## src/rtl/sram_access_arbiter.sv

```systemverilog
// sram_access_arbiter: shares one multi-cycle SRAM between the fetch
// and memory stages, sequencing each access and freezing the pipeline.
module sram_access_arbiter #(
  parameter int SRAM_ADDR_WIDTH = 18,
  parameter int WAIT_CYCLES     = 3
) (
  input  logic                       clk,
  input  logic                       rst,
  input  logic                       ifReq,
  input  logic [31:0]                ifAddr,
  output logic [31:0]                ifData,
  output logic                       ifReady,
  input  logic                       memRead,
  input  logic                       memWrite,
  input  logic [31:0]                memAddr,
  input  logic [31:0]                memWriteData,
  output logic [31:0]                memReadData,
  output logic                       memReady,
  output logic                       freezeFetch,
  output logic                       freezePipe,
  output logic [SRAM_ADDR_WIDTH-1:0] sramAddr,
  output logic [31:0]                sramWriteData,
  input  logic [31:0]                sramReadData,
  output logic                       sramWe,
  output logic                       sramOe
);

  localparam logic [1:0] S_IDLE = 2'd0;
  localparam logic [1:0] S_IF   = 2'd1;
  localparam logic [1:0] S_MEM  = 2'd2;
  localparam logic [1:0] S_DONE = 2'd3;

  localparam logic [3:0] LP_WAIT = 4'(WAIT_CYCLES);

  logic [1:0]                 r_state;
  logic [1:0]                 w_next;
  logic [3:0]                 r_cnt;
  logic                       r_is_mem;
  logic                       r_is_wr;
  logic [SRAM_ADDR_WIDTH-1:0] r_addr;
  logic [31:0]                r_wdata;
  logic [31:0]                r_if_data;
  logic [31:0]                r_mem_data;

  logic                       w_mem_req;
  logic                       w_grant;
  logic                       w_in_acc;
  logic                       w_last;
  logic                       w_done;
  logic [SRAM_ADDR_WIDTH-1:0] w_grant_addr;
  logic                       w_unused_bits;

  assign w_mem_req = memRead | memWrite;
  assign w_grant   = (r_state == S_IDLE) & (w_mem_req | ifReq);
  assign w_in_acc  = (r_state == S_IF) | (r_state == S_MEM);
  assign w_last    = w_in_acc & (r_cnt == 4'd0);
  assign w_done    = (r_state == S_DONE);

  // Memory stage holds the older instruction, so its address wins.
  assign w_grant_addr = w_mem_req ?
    memAddr[SRAM_ADDR_WIDTH+1:2] :
    ifAddr[SRAM_ADDR_WIDTH+1:2];

  assign w_unused_bits = ^{ifAddr[31:SRAM_ADDR_WIDTH+2],
                           ifAddr[1:0],
                           memAddr[31:SRAM_ADDR_WIDTH+2],
                           memAddr[1:0]};

  // Next-state selection: arbitrate in IDLE, count out the access.
  always_comb begin
    w_next = r_state;
    unique case (r_state)
      S_IDLE: begin
        if (w_mem_req) begin
          w_next = S_MEM;
        end else if (ifReq) begin
          w_next = S_IF;
        end
      end
      S_IF, S_MEM: begin
        if (r_cnt == 4'd0) begin
          w_next = S_DONE;
        end
      end
      S_DONE: begin
        w_next = S_IDLE;
      end
      default: begin
        w_next = S_IDLE;
      end
    endcase
  end

  // State register; async reset aborts any access in flight.
  always_ff @(posedge clk or posedge rst) begin
    if (rst) begin
      r_state <= S_IDLE;
    end else begin
      r_state <= w_next;
    end
  end

  // Latch the granted request and run the wait-state down-counter.
  always_ff @(posedge clk or posedge rst) begin
    if (rst) begin
      r_cnt    <= 4'd0;
      r_is_mem <= 1'b0;
      r_is_wr  <= 1'b0;
      r_addr   <= '0;
      r_wdata  <= 32'd0;
    end else if (w_grant) begin
      r_cnt    <= LP_WAIT;
      r_is_mem <= w_mem_req;
      r_is_wr  <= memWrite;
      r_addr   <= w_grant_addr;
      r_wdata  <= memWriteData;
    end else if (w_in_acc && r_cnt != 4'd0) begin
      r_cnt <= r_cnt - 4'd1;
    end
  end

  // Capture read data on the last access cycle, per requester.
  always_ff @(posedge clk or posedge rst) begin
    if (rst) begin
      r_if_data  <= 32'd0;
      r_mem_data <= 32'd0;
    end else if (w_last && !r_is_wr) begin
      if (r_is_mem) begin
        r_mem_data <= sramReadData;
      end else begin
        r_if_data <= sramReadData;
      end
    end
  end

  assign sramAddr      = r_addr;
  assign sramWriteData = r_wdata;
  assign sramWe        = w_in_acc & r_is_wr;
  assign sramOe        = w_in_acc & ~r_is_wr;

  assign ifReady     = w_done & ~r_is_mem;
  assign memReady    = w_done & r_is_mem;
  assign ifData      = r_if_data;
  assign memReadData = r_mem_data;

  assign freezePipe  = w_mem_req & ~memReady;
  assign freezeFetch = freezePipe | (ifReq & ~ifReady);

endmodule
```

## config.mk

```make
export PLATFORM = sky130hd
export DESIGN_NAME = sram_access_arbiter
export DESIGN_NICKNAME = d
export VERILOG_FILES = /design/src/rtl/sram_access_arbiter.sv
export SDC_FILE = /design/constraint.sdc
export NUM_CORES = 1
export LEC_CHECK = 0
export ABC_AREA = 1
export CAP_MARGIN = 40
export CORE_ASPECT_RATIO = 0.5
export CORE_UTILIZATION = 29
export CTS_BUF_LIST = sky130_fd_sc_hd__clkbuf_8 sky130_fd_sc_hd__clkbuf_16
export DETAILED_ROUTE_END_ITERATION = 6
export SLEW_MARGIN = 30
export SYNTH_ARGS = -nofsm -noshare
export SYNTH_HDL_FRONTEND = slang
export SYNTH_SLANG_ARGS = --single-unit
```

## constraint.sdc

```tcl
create_clock -name clk -period 11.4 [get_ports clk]
set_clock_uncertainty 0.05 [all_clocks]
set_input_delay 2.28 -clock clk [delete_from_list [all_inputs] [get_ports clk]]
set_output_delay 2.28 -clock clk [all_outputs]
set_load 0.005 [all_outputs]
```

==> qor.txt, run 1 <==
status - finished, violations left
failing checks - DRC
CP max stage delay - 500 ps
multi-input logic area - 1820 µm²
post-route cell area - 8340 µm²
relative slew slack - 60.2%
RSZ-0062 raised after global routing - false
drt total wl - 13,600 µm
Synth Net Count - 715
Reg2Reg Capture Point - memReadData[28]
hold depth - 2
critical path's slowest cell - nor2_4
Setup crit start kind - input port
DR vias - 4,398
clock buffer depth - 2
Fin Setup TNS - 0 ps
met1 Use GR - 19.0%
H-Tree Level Count - 4
synth unique cells - 23
synth warn - 0
Reg2Reg Depth - 8
CP Max Fanout - 24
port buffer count - 224
total die area - 18,800 µm²
vias in the first global route - 4,516
width of the die - 193 µm
share of layout cells above drive strength 1 - 12.5%
cells along the critical path - clkdlybuf4s50_1, nor2_4, o22ai_1, clkdlybuf4s50_1
cell mode on critical path - clkdlybuf4s50_1
crit path kind - in2out
Lkg Pwr - 4.07 nW
Rows - 34
Power Dens Cells - 273 nW/µm²
FF-to-FF setup slack - 9440 ps
endpoints failing setup - 0
filler instances - 1,682
DR WL/cell - 13.0 µm
post-cts sizing count - 0
worst min-delay path class - reg2reg
Worst EP arrival - 3890 ps
Root Buffer - clkbuf_16
met3 Usage GRT - 3.47%
die extent in y - 97.3 µm
Final GP Congestion - 0.768
Worst Hold Endpoint - sramWriteData[2]
Critical Path RT - 9070 ps
Worst Tran Pin Value - 597 ps
Syn Inst Count - 578
Synth Cell Area - 5270 µm²
DR iter-0 viols - 128
initial antenna violation count - 0
Core Area - 17,600 µm²
FMAX - 161 MHz
post-synthesis sequential area ratio - 57.9%
Overflow after GRT - 0
Seq cells post-synth - 122
Slew Viols, Final - 0
Vias/cell - 4.20
GRT Total Usage - 15.4%
VDD IR max - 148 µV
area grow syn2layout - 58.2%
# hold bufs at CTS - 0
gr busiest metal - met2
Clock Pin Slew Worst Setup and Hold Paths - 60 ps
Starting Density - 30.0%
1st-pass router iterations - 6
reg2reg start - r_state[0]
Detail Route Antenna Nets - 0
post-DP HPWL - 9510 µm
met2 Usage GRT - 25.5%
Worst Setup End Kind - primary output
first-pass GRT wire length - 22,600 µm
maxcap violations - 0
clock sinks - 122
post-synthesis average cell area - 9.12 µm²
largest net degree at the start of global routing - 83
drt drc - 16
Clk Latency, worst-skew pair - 400 ps
Post-CTS Setup Repair Bufs - 0
Final Cycle Share - 54.6%
Min Clock Period, post-route - 6220 ps
Hold Vio Cnt, Final - 0
Final nets - 938
CTS buffer count - 17
min-delay src - sramWriteData[2]
CTS tree - built
Post-DP Area - 7680 µm²
I/O pin count - 253
Inserted Diodes - 0
register area - 3050 µm²
-- registers in the layout, summed over array words and instances, names as in the netlist --
register / flops
ifData: 32
sramWriteData: 32
sramAddr: 18
r_is_mem: 1
r_cnt: 4
memReadData: 32
r_state: 2
r_is_wr: 1
-- synth_stat cells --
| cell type | instances | share of area (%) |
|---|---|---|
| nand2_1 | 281 | 20 |
| dfrtp_1 | 122 | 58 |
| o21ai_2 | 46 | 7.6 |
| inv_1 | 45 | 3.2 |
| o21ai_1 | 18 | 1.7 |
| buf_6 | 12 | 2.6 |
| nand2_2 | 10 | 1.2 |
| buf_2 | 8 | 0.76 |
| nand3_1 | 6 | 0.57 |
| buf_4 | 5 | 0.71 |
| nor2_1 | 5 | 0.36 |
| ha_1 | 4 | 0.95 |
| inv_2 | 4 | 0.28 |
| nand3_4 | 2 | 0.66 |
| o21ai_0 | 2 | 0.19 |
| a21boi_0 | 1 | 0.14 |
| a31oi_1 | 1 | 0.12 |
| buf_1 | 1 | 0.071 |
| nand4_1 | 1 | 0.12 |
| nor2_4 | 1 | 0.21 |
| nor2_8 | 1 | 0.38 |
| o211ai_1 | 1 | 0.14 |
| o22ai_1 | 1 | 0.12 |
-- cell families after synthesis --
group           count (synthesis)  share of synthesized area (%)
flops                         122                           57.9
buf+inv                        75                           7.59
simple gates                  307                           23.5
fa+ha+maj                       4                          0.949
compound gates                 70                           10.1
-- worst max-delay path: cells and delay by family --
family                 cells  cell delay, ps
AND/OR/NAND/NOR            1             500
AO/OA/AOI/OAI              1             170
buffers and inverters      2             940
-- worst max path at each step --
stage / start / to / cells past startpoint
after CTS: memWrite / freezeFetch / 4
after floorplan: rst / ifData[0] / 1
after global routing: memWrite / freezeFetch / 4
after detailed placement: memWrite / freezeFetch / 4
final: memWrite / freezeFetch / 4
after global placement: memWrite / freezeFetch / 4
-- power breakdown --
group / leakage [nW] / internal (W) / switching, W
combinational: 2.35 / 0.000534 / 0.000410
sequential: 1.41 / 0.000644 / 0.000118
clock: 0.304 / 0.000375 / 0.000196
total: 4.07 / 0.00155 / 0.000724
-- area by class of cell --
cell class              count  share of cell area, %
flip-flops and latches    122                   36.6
repair buffers            230                   28.3
multi-input cells         381                   21.8
clock buffers              19                   5.43
well taps                 234                   3.51
inverters                  49                   2.24
clock inverters            13                   2.12
-- per-layer routing --
metal  routed length, µm  up-vias  part of all wire, %
met5                   0        -                    0
met4                 244        0                  1.8
met3                 565       18                  4.1
met2                6700       94                   49
met1                6120     2054                   45
li1                    -     2232                    -
-- stage by stage --
stage               util [%]  hold slack (ps)  total power (W)  worst slack (ps)  std cells
detailed placement      43.7              415          0.00172              5160       1015
global route            47.5              447          0.00245              5100       1048
global placement        43.3              411          0.00170              5180       1012
finish                  47.5              427          0.00228              5180       1048
CTS                     47.3              432          0.00231              5150       1047
floorplan                  -              415          0.00118              5830        578
-- placed cells by master (no fill, tap or decap), types with 4 or more instances in the layout --
cell             netlist  layout
bufinv_16              0       4
clkbuf_16              0      17
clkdlybuf4s50_1        0     224
clkinvlp_4             0       4
dfrtp_1              122     122
ha_1                   4       4
inv_1                 45      46
inv_2                  4       4
nand2_1              281     280
nand2_2               10      11
nand3_1                6       6
nor2_1                 5       5
o21ai_1               18      18
o21ai_2               46      46
No activity file was read; power rests on OpenSTA's default activity.
==> run 2: changes to the inputs <==
clock period = 5.88 ns   (was 11.4 ns; I/O delays follow)
==> qor.txt, run 2 (synthesis results as in run 1) <==
clock buffer depth - 2 (unchanged)
largest net degree at the start of global routing - 57 (was 83)
CP Max Fanout - 23 (was 24)
critical path's slowest cell - clkdlybuf4s50_1 (was nor2_4)
FMAX - 259 MHz
H-Tree Level Count - 4 (unchanged)
port buffer count - 224 (unchanged)
drt drc - 17 (was 16)
post-DP HPWL - 9710 µm (was 9510 µm)
post-cts sizing count - 0 (unchanged)
Worst EP arrival - 2640 ps (was 3890 ps)
worst path buffer plus inverter count - 3 (was 2)
Setup crit start - memWrite (unchanged)
Lkg Pwr - 4.05 nW (was 4.07 nW)
status - finished, violations left (unchanged)
endpoints failing setup - 0 (unchanged)
Logic pwr share - 41.6% (was 41.5%)
DR WL/cell - 13.1 µm (was 13.0 µm)
Min Clock Period, post-route - 3860 ps
relative slew slack - 53.6% (was 60.2%)
RSZ-0062 raised after global routing - false (unchanged)
CTS buffer count - 17 (unchanged)
cells along the critical path - clkdlybuf4s50_1, nor2_4, buf_4, o22ai_1, clkdlybuf4s50_1 (was clkdlybuf4s50_1, nor2_4, o22ai_1, clkdlybuf4s50_1)
Net Switching - 0.00142 W (was 0.000724 W)
Clk Latency, worst-skew pair - 410 ps (was 400 ps)
crit path kind - in2out (unchanged)
vias in the first global route - 4,564 (was 4,516)
commonest non-fill, non-tap cells in the layout - nand2_1 (280), clkdlybuf4s50_1 (224), dfrtp_1 (122), o21ai_2 (46), inv_1 (44) (was nand2_1 (280), clkdlybuf4s50_1 (224), dfrtp_1 (122), inv_1 (46), o21ai_2 (46))
total die area - 18,800 µm² (unchanged)
Critical Path RT - 4650 ps (was 9070 ps)
critical path depth in cells - 5 (was 4)
reg2reg start - r_state[0] (unchanged)
FF-to-FF setup slack - 3840 ps (was 9440 ps)
initial antenna violation count - 0 (unchanged)
failing checks - DRC (unchanged)
drt total wl - 13,800 µm (was 13,600 µm)
VDD IR max - 263 µV (was 148 µV)
Setup crit start kind - input port (unchanged)
filler instances - 1,691 (was 1,682)
area grow syn2layout - 57.3% (was 58.2%)
end of the critical path - freezeFetch (unchanged)
P_int - 0.00296 W (was 0.00155 W)
Clock Pin Slew Worst Setup and Hold Paths - 50 ps (was 60 ps)
GRT Total Usage - 15.5% (was 15.4%)
Post-CTS Setup Repair Bufs - 0 (unchanged)
Core Area - 17,600 µm² (unchanged)
worst min-delay path class - reg2reg (unchanged)
Root Buffer - clkbuf_16 (unchanged)
Sw Share - 32.5% (was 31.8%)
Power Dens Cells - 528 nW/µm² (was 273 nW/µm²)
total power - 0.00438 W (was 0.00228 W)
clock share of power - 24.7% (was 25.1%)
1st-pass router iterations - 6 (unchanged)
DR iter-0 viols - 124 (was 128)
Final GP Congestion - 0.741 (was 0.768)
Reg2Reg Depth - 8 (unchanged)
Final nets - 939 (was 938)
Reg2Reg Capture Point - memReadData[16] (was memReadData[28])
Inserted Diodes - 0 (unchanged)
Starting Density - 30.0% (unchanged)
CTS tree - built (unchanged)
cell mode on critical path - clkdlybuf4s50_1 (unchanged)
width of the die - 193 µm (unchanged)
Sequential Power Share - 33.7% (was 33.4%)
share of layout cells above drive strength 1 - 12.8% (was 12.5%)
Fin Setup TNS - 0 ps (unchanged)
# hold bufs at CTS - 0 (unchanged)
Slew Viols, Final - 0 (unchanged)
clock sinks - 122 (unchanged)
maxcap violations - 0 (unchanged)
Vias/cell - 4.18 (was 4.20)
first-pass GRT wire length - 22,800 µm (was 22,600 µm)
Worst Setup End Kind - primary output (unchanged)
Detail Route Antenna Nets - 0 (unchanged)
Final Cycle Share - 65.7%
I/O pin count - 253 (unchanged)
CP max stage delay - 520 ps (was 500 ps)
die extent in y - 97.3 µm (unchanged)
Worst Tran Pin Value - 695 ps (was 597 ps)
Top delay family on crit path - buffers and inverters (unchanged)
Overflow after GRT - 0 (unchanged)
commonest non-fill, non-tap cell in the layout - nand2_1 (unchanged)
Hold Vio Cnt, Final - 0 (unchanged)
worst hold slack - 425 ps (was 427 ps)
Rows - 34 (unchanged)
DR vias - 4,385 (was 4,398)
-- run 2: changes by cell type in the layout (fill, tap and decap cells not counted) --
cell / before / now
buf_12: 2 / 3
buf_16: 2 / 0
buf_4: 1 / 4
buf_6: 1 / 0
bufinv_16: 4 / 3
clkbuf_8: 2 / 1
clkinv_2: 2 / 1
clkinv_4: 1 / 5
clkinvlp_4: 4 / 3
inv_1: 46 / 44
inv_6: 0 / 1
-- run 2: worst min path at each step --
stage | startpoint | end | slack [ps] | cells past startpoint
after floorplan | r_cnt[0] | r_cnt[0] | 420 | 2
after global placement | sramWriteData[1] | sramWriteData[1] | 410 | 2
after detailed placement | sramAddr[4] | sramAddr[4] | 410 | 2
after CTS | sramAddr[4] | sramAddr[4] | 430 | 2
after global routing | ifData[28] | ifData[28] | 440 | 2
final | sramAddr[4] | sramAddr[4] | 430 | 2
-- run 2: power groups by stage --
| stage | logic, W | clock network, W | registers, W |
|---|---|---|---|
| finish | 0.00182 | 0.00108 | 0.00147 |
| global route | 0.00203 | 0.00115 | 0.00153 |
| CTS | 0.00186 | 0.00111 | 0.00148 |
| detailed placement | 0.00186 | 0 | 0.00148 |
| global placement | 0.00182 | 0 | 0.00147 |
| floorplan | 0.000787 | 0 | 0.00151 |
-- run 2: per-stage QoR --
step / area [µm²] / cells / worst slack, ps / util [%]
after CTS: 8300 / 1048 / 2000 / 47.2
final: 8300 / 1048 / 2020 / 47.2
after detailed placement: 7690 / 1017 / 2000 / 43.7
after global placement: 7630 / 1014 / 2020 / 43.4
after global routing: 8300 / 1048 / 1970 / 47.2
after floorplan: 5270 / 578 / 1410 / -
-- run 2: cell type report --
cell class	count	area [µm²]	area share (%)
clock buffer	18	439	5.29
clock inverter	13	170	2.05
inverter	49	186	2.25
multi-input combinational	381	1820	22.0
sequential	122	3050	36.8
tap	234	293	3.53
timing repair buffer	231	2330	28.1
-- run 2: per-layer routing --
layer / track usage, % / share of wire [%]
met2: 26.5 / 50
met1: 18.8 / 44
met4: 4.54 / 1.0
met3: 4.51 / 4.8
met5: 0 / 0
-- run 2: worst min-delay path: cells and delay by family, from the launching register on --
family,cells,cell delay [ps]
AND/OR/NAND/NOR,2,110
flip-flops,1,340
==> run 3: changes to the inputs <==
clock period = 4 ns   (was 5.88 ns; I/O delays follow)
==> qor.txt, run 3 (synthesis results as in run 1) <==
status - finished, violations left (unchanged)
failing checks - DRC (unchanged)
area grow syn2layout - 56.8% (was 57.3%)
Lkg Pwr - 4.05 nW (about the same)
Layout Cells excl Fill - 1,048 (unchanged)
Final GP Congestion - 0.731 (was 0.741)
Power Dens Cells - 765 nW/µm² (was 528 nW/µm²)
worst min-delay path class - reg2reg (unchanged)
Post-CTS Setup Repair Bufs - 0 (unchanged)
worst hold slack - 428 ps (was 425 ps)
RSZ-0062 raised after global routing - false (unchanged)
Min Clock Period, post-route - 3080 ps
Core Area - 17,600 µm² (unchanged)
port buffer count - 224 (unchanged)
width of the die - 193 µm (unchanged)
CTS buffer count - 17 (unchanged)
Worst Setup End Kind - primary output (unchanged)
CTS tree - built (unchanged)
total die area - 18,800 µm² (unchanged)
CP max stage delay - 490 ps (was 520 ps)
FMAX - 325 MHz
vias in the first global route - 4,342 (was 4,564)
DR WL/cell - 12.9 µm (was 13.1 µm)
post-DP HPWL - 9650 µm (was 9710 µm)
crit path kind - in2out (unchanged)
GRT Total Usage - 15.1% (was 15.5%)
clock buffer depth - 2 (unchanged)
1st-pass router iterations - 6 (unchanged)
endpoints failing setup - 0 (unchanged)
Worst Tran Pin Value - 602 ps (was 695 ps)
H-Tree Level Count - 4 (unchanged)
largest net degree at the start of global routing - 71 (was 57)
Slew Viols, Final - 0 (unchanged)
Worst EP arrival - 2230 ps (was 2640 ps)
drt total wl - 13,500 µm (was 13,800 µm)
post-cts sizing count - 0 (unchanged)
I/O pin count - 253 (unchanged)
register area - 3050 µm² (unchanged)
critical path's slowest cell - clkdlybuf4s50_1 (unchanged)
filler instances - 1,702 (was 1,691)
Final nets - 939 (unchanged)
Fin Setup TNS - 0 ps (unchanged)
share of layout cells above drive strength 1 - 12.4% (was 12.8%)
Detail Route Antenna Nets - 0 (unchanged)
Starting Density - 30.0% (unchanged)
first-pass GRT wire length - 22,100 µm (was 22,800 µm)
initial antenna violation count - 0 (unchanged)
Root Buffer - clkbuf_16 (unchanged)
Inserted Diodes - 0 (unchanged)
cells along the critical path - clkdlybuf4s50_1, nor2_4, o22ai_1, clkdlybuf4s50_1 (was clkdlybuf4s50_1, nor2_4, buf_4, o22ai_1, clkdlybuf4s50_1)
DP Cell Count - 1,017 (unchanged)
VDD IR max - 383 µV (was 263 µV)
Clk Latency, worst-skew pair - 410 ps (about the same)
DR vias - 4,348 (was 4,385)
drt drc - 18 (was 17)
cell mode on critical path - clkdlybuf4s50_1 (unchanged)
DR iter-0 viols - 159 (was 124)
commonest non-fill, non-tap cells in the layout - nand2_1 (280), clkdlybuf4s50_1 (224), dfrtp_1 (122), inv_1 (47), o21ai_2 (46) (was nand2_1 (280), clkdlybuf4s50_1 (224), dfrtp_1 (122), o21ai_2 (46), inv_1 (44))
relative slew slack - 59.8% (was 53.6%)
Rows - 34 (unchanged)
Clock Pin Slew Worst Setup and Hold Paths - 50 ps (about the same)
Critical Path RT - 3150 ps (was 4650 ps)
clock sinks - 122 (unchanged)
Vias/cell - 4.15 (was 4.18)
multi-input logic area - 1820 µm² (unchanged)
Overflow after GRT - 0 (unchanged)
Hold Vio Cnt, Final - 0 (unchanged)
commonest non-fill, non-tap cell in the layout - nand2_1 (unchanged)
Final Cycle Share - 77.0%
# hold bufs at CTS - 0 (unchanged)
die extent in y - 97.3 µm (unchanged)
Setup crit start kind - input port (unchanged)
maxcap violations - 0 (unchanged)
CP Max Fanout - 13 (was 23)
-- run 3: cell count changes in the layout (fill, tap and decap cells not counted), sizes merged --
cell | before | now
bufinv | 3 | 2
clkbuf | 18 | 19
clkinvlp | 3 | 2
inv | 50 | 51
-- run 3: worst max-delay path, delay by kind of cell --
| kind | cells | cell delay, ps |
|---|---|---|
| AO/OA/AOI/OAI | 1 | 140 |
| buffers and inverters | 2 | 980 |
| AND/OR/NAND/NOR | 1 | 310 |
-- run 3: area by class of cell --
class,count,area share (%)
Clock inverter,12,1.32
Timing Repair Buffer,231,28.4
Multi-Input combinational cell,381,22.0
Clock buffer,19,5.48
Inverter,49,2.27
Tap cell,234,3.54
Sequential cell,122,36.9
-- run 3: final timing paths --
check	slack (ps)	end	start	cells after the start
worst max-delay path	920	freezeFetch	memWrite	4
worst min-delay path	430	ifData[7]	ifData[7]	2
worst min register to register	430	ifData[7]	ifData[7]	2
max in group asynchronous	2360	sramWriteData[5]	rst	3
min in group asynchronous	760	sramWriteData[23]	rst	2
worst max register to register	1870	ifData[20]	r_state[0]	8
-- run 3: power breakdown --
part | total, W | switching [W] | internal [W]
combinational | 0.00269 | 0.00117 | 0.00152
clock | 0.00146 | 0.000527 | 0.000931
sequential | 0.00217 | 0.000337 | 0.00184
total | 0.00632 | 0.00204 | 0.00429
-- run 3: stage by stage --
step	total power [W]	worst slack (ps)	instance area (µm²)	utilization (%)
6_report	0.00632	922	8270	47.1
5_1_grt	0.00679	850	8270	47.1
4_1_cts	0.00644	924	8270	47.1
3_5_place_dp	0.00493	844	7710	43.9
3_3_place_gp	0.00483	852	7640	43.5
2_1_floorplan	0.00337	1650	5280	-
-- run 3: per-layer routing --
metal  up-vias  GRT usage (%)  part of all wire (%)
met5         -              0                     0
met4         0           5.69                   1.5
met3        19           3.43                   4.2
met2        95           25.8                    49
met1      2008           18.4                    45
li1       2226              -                     -
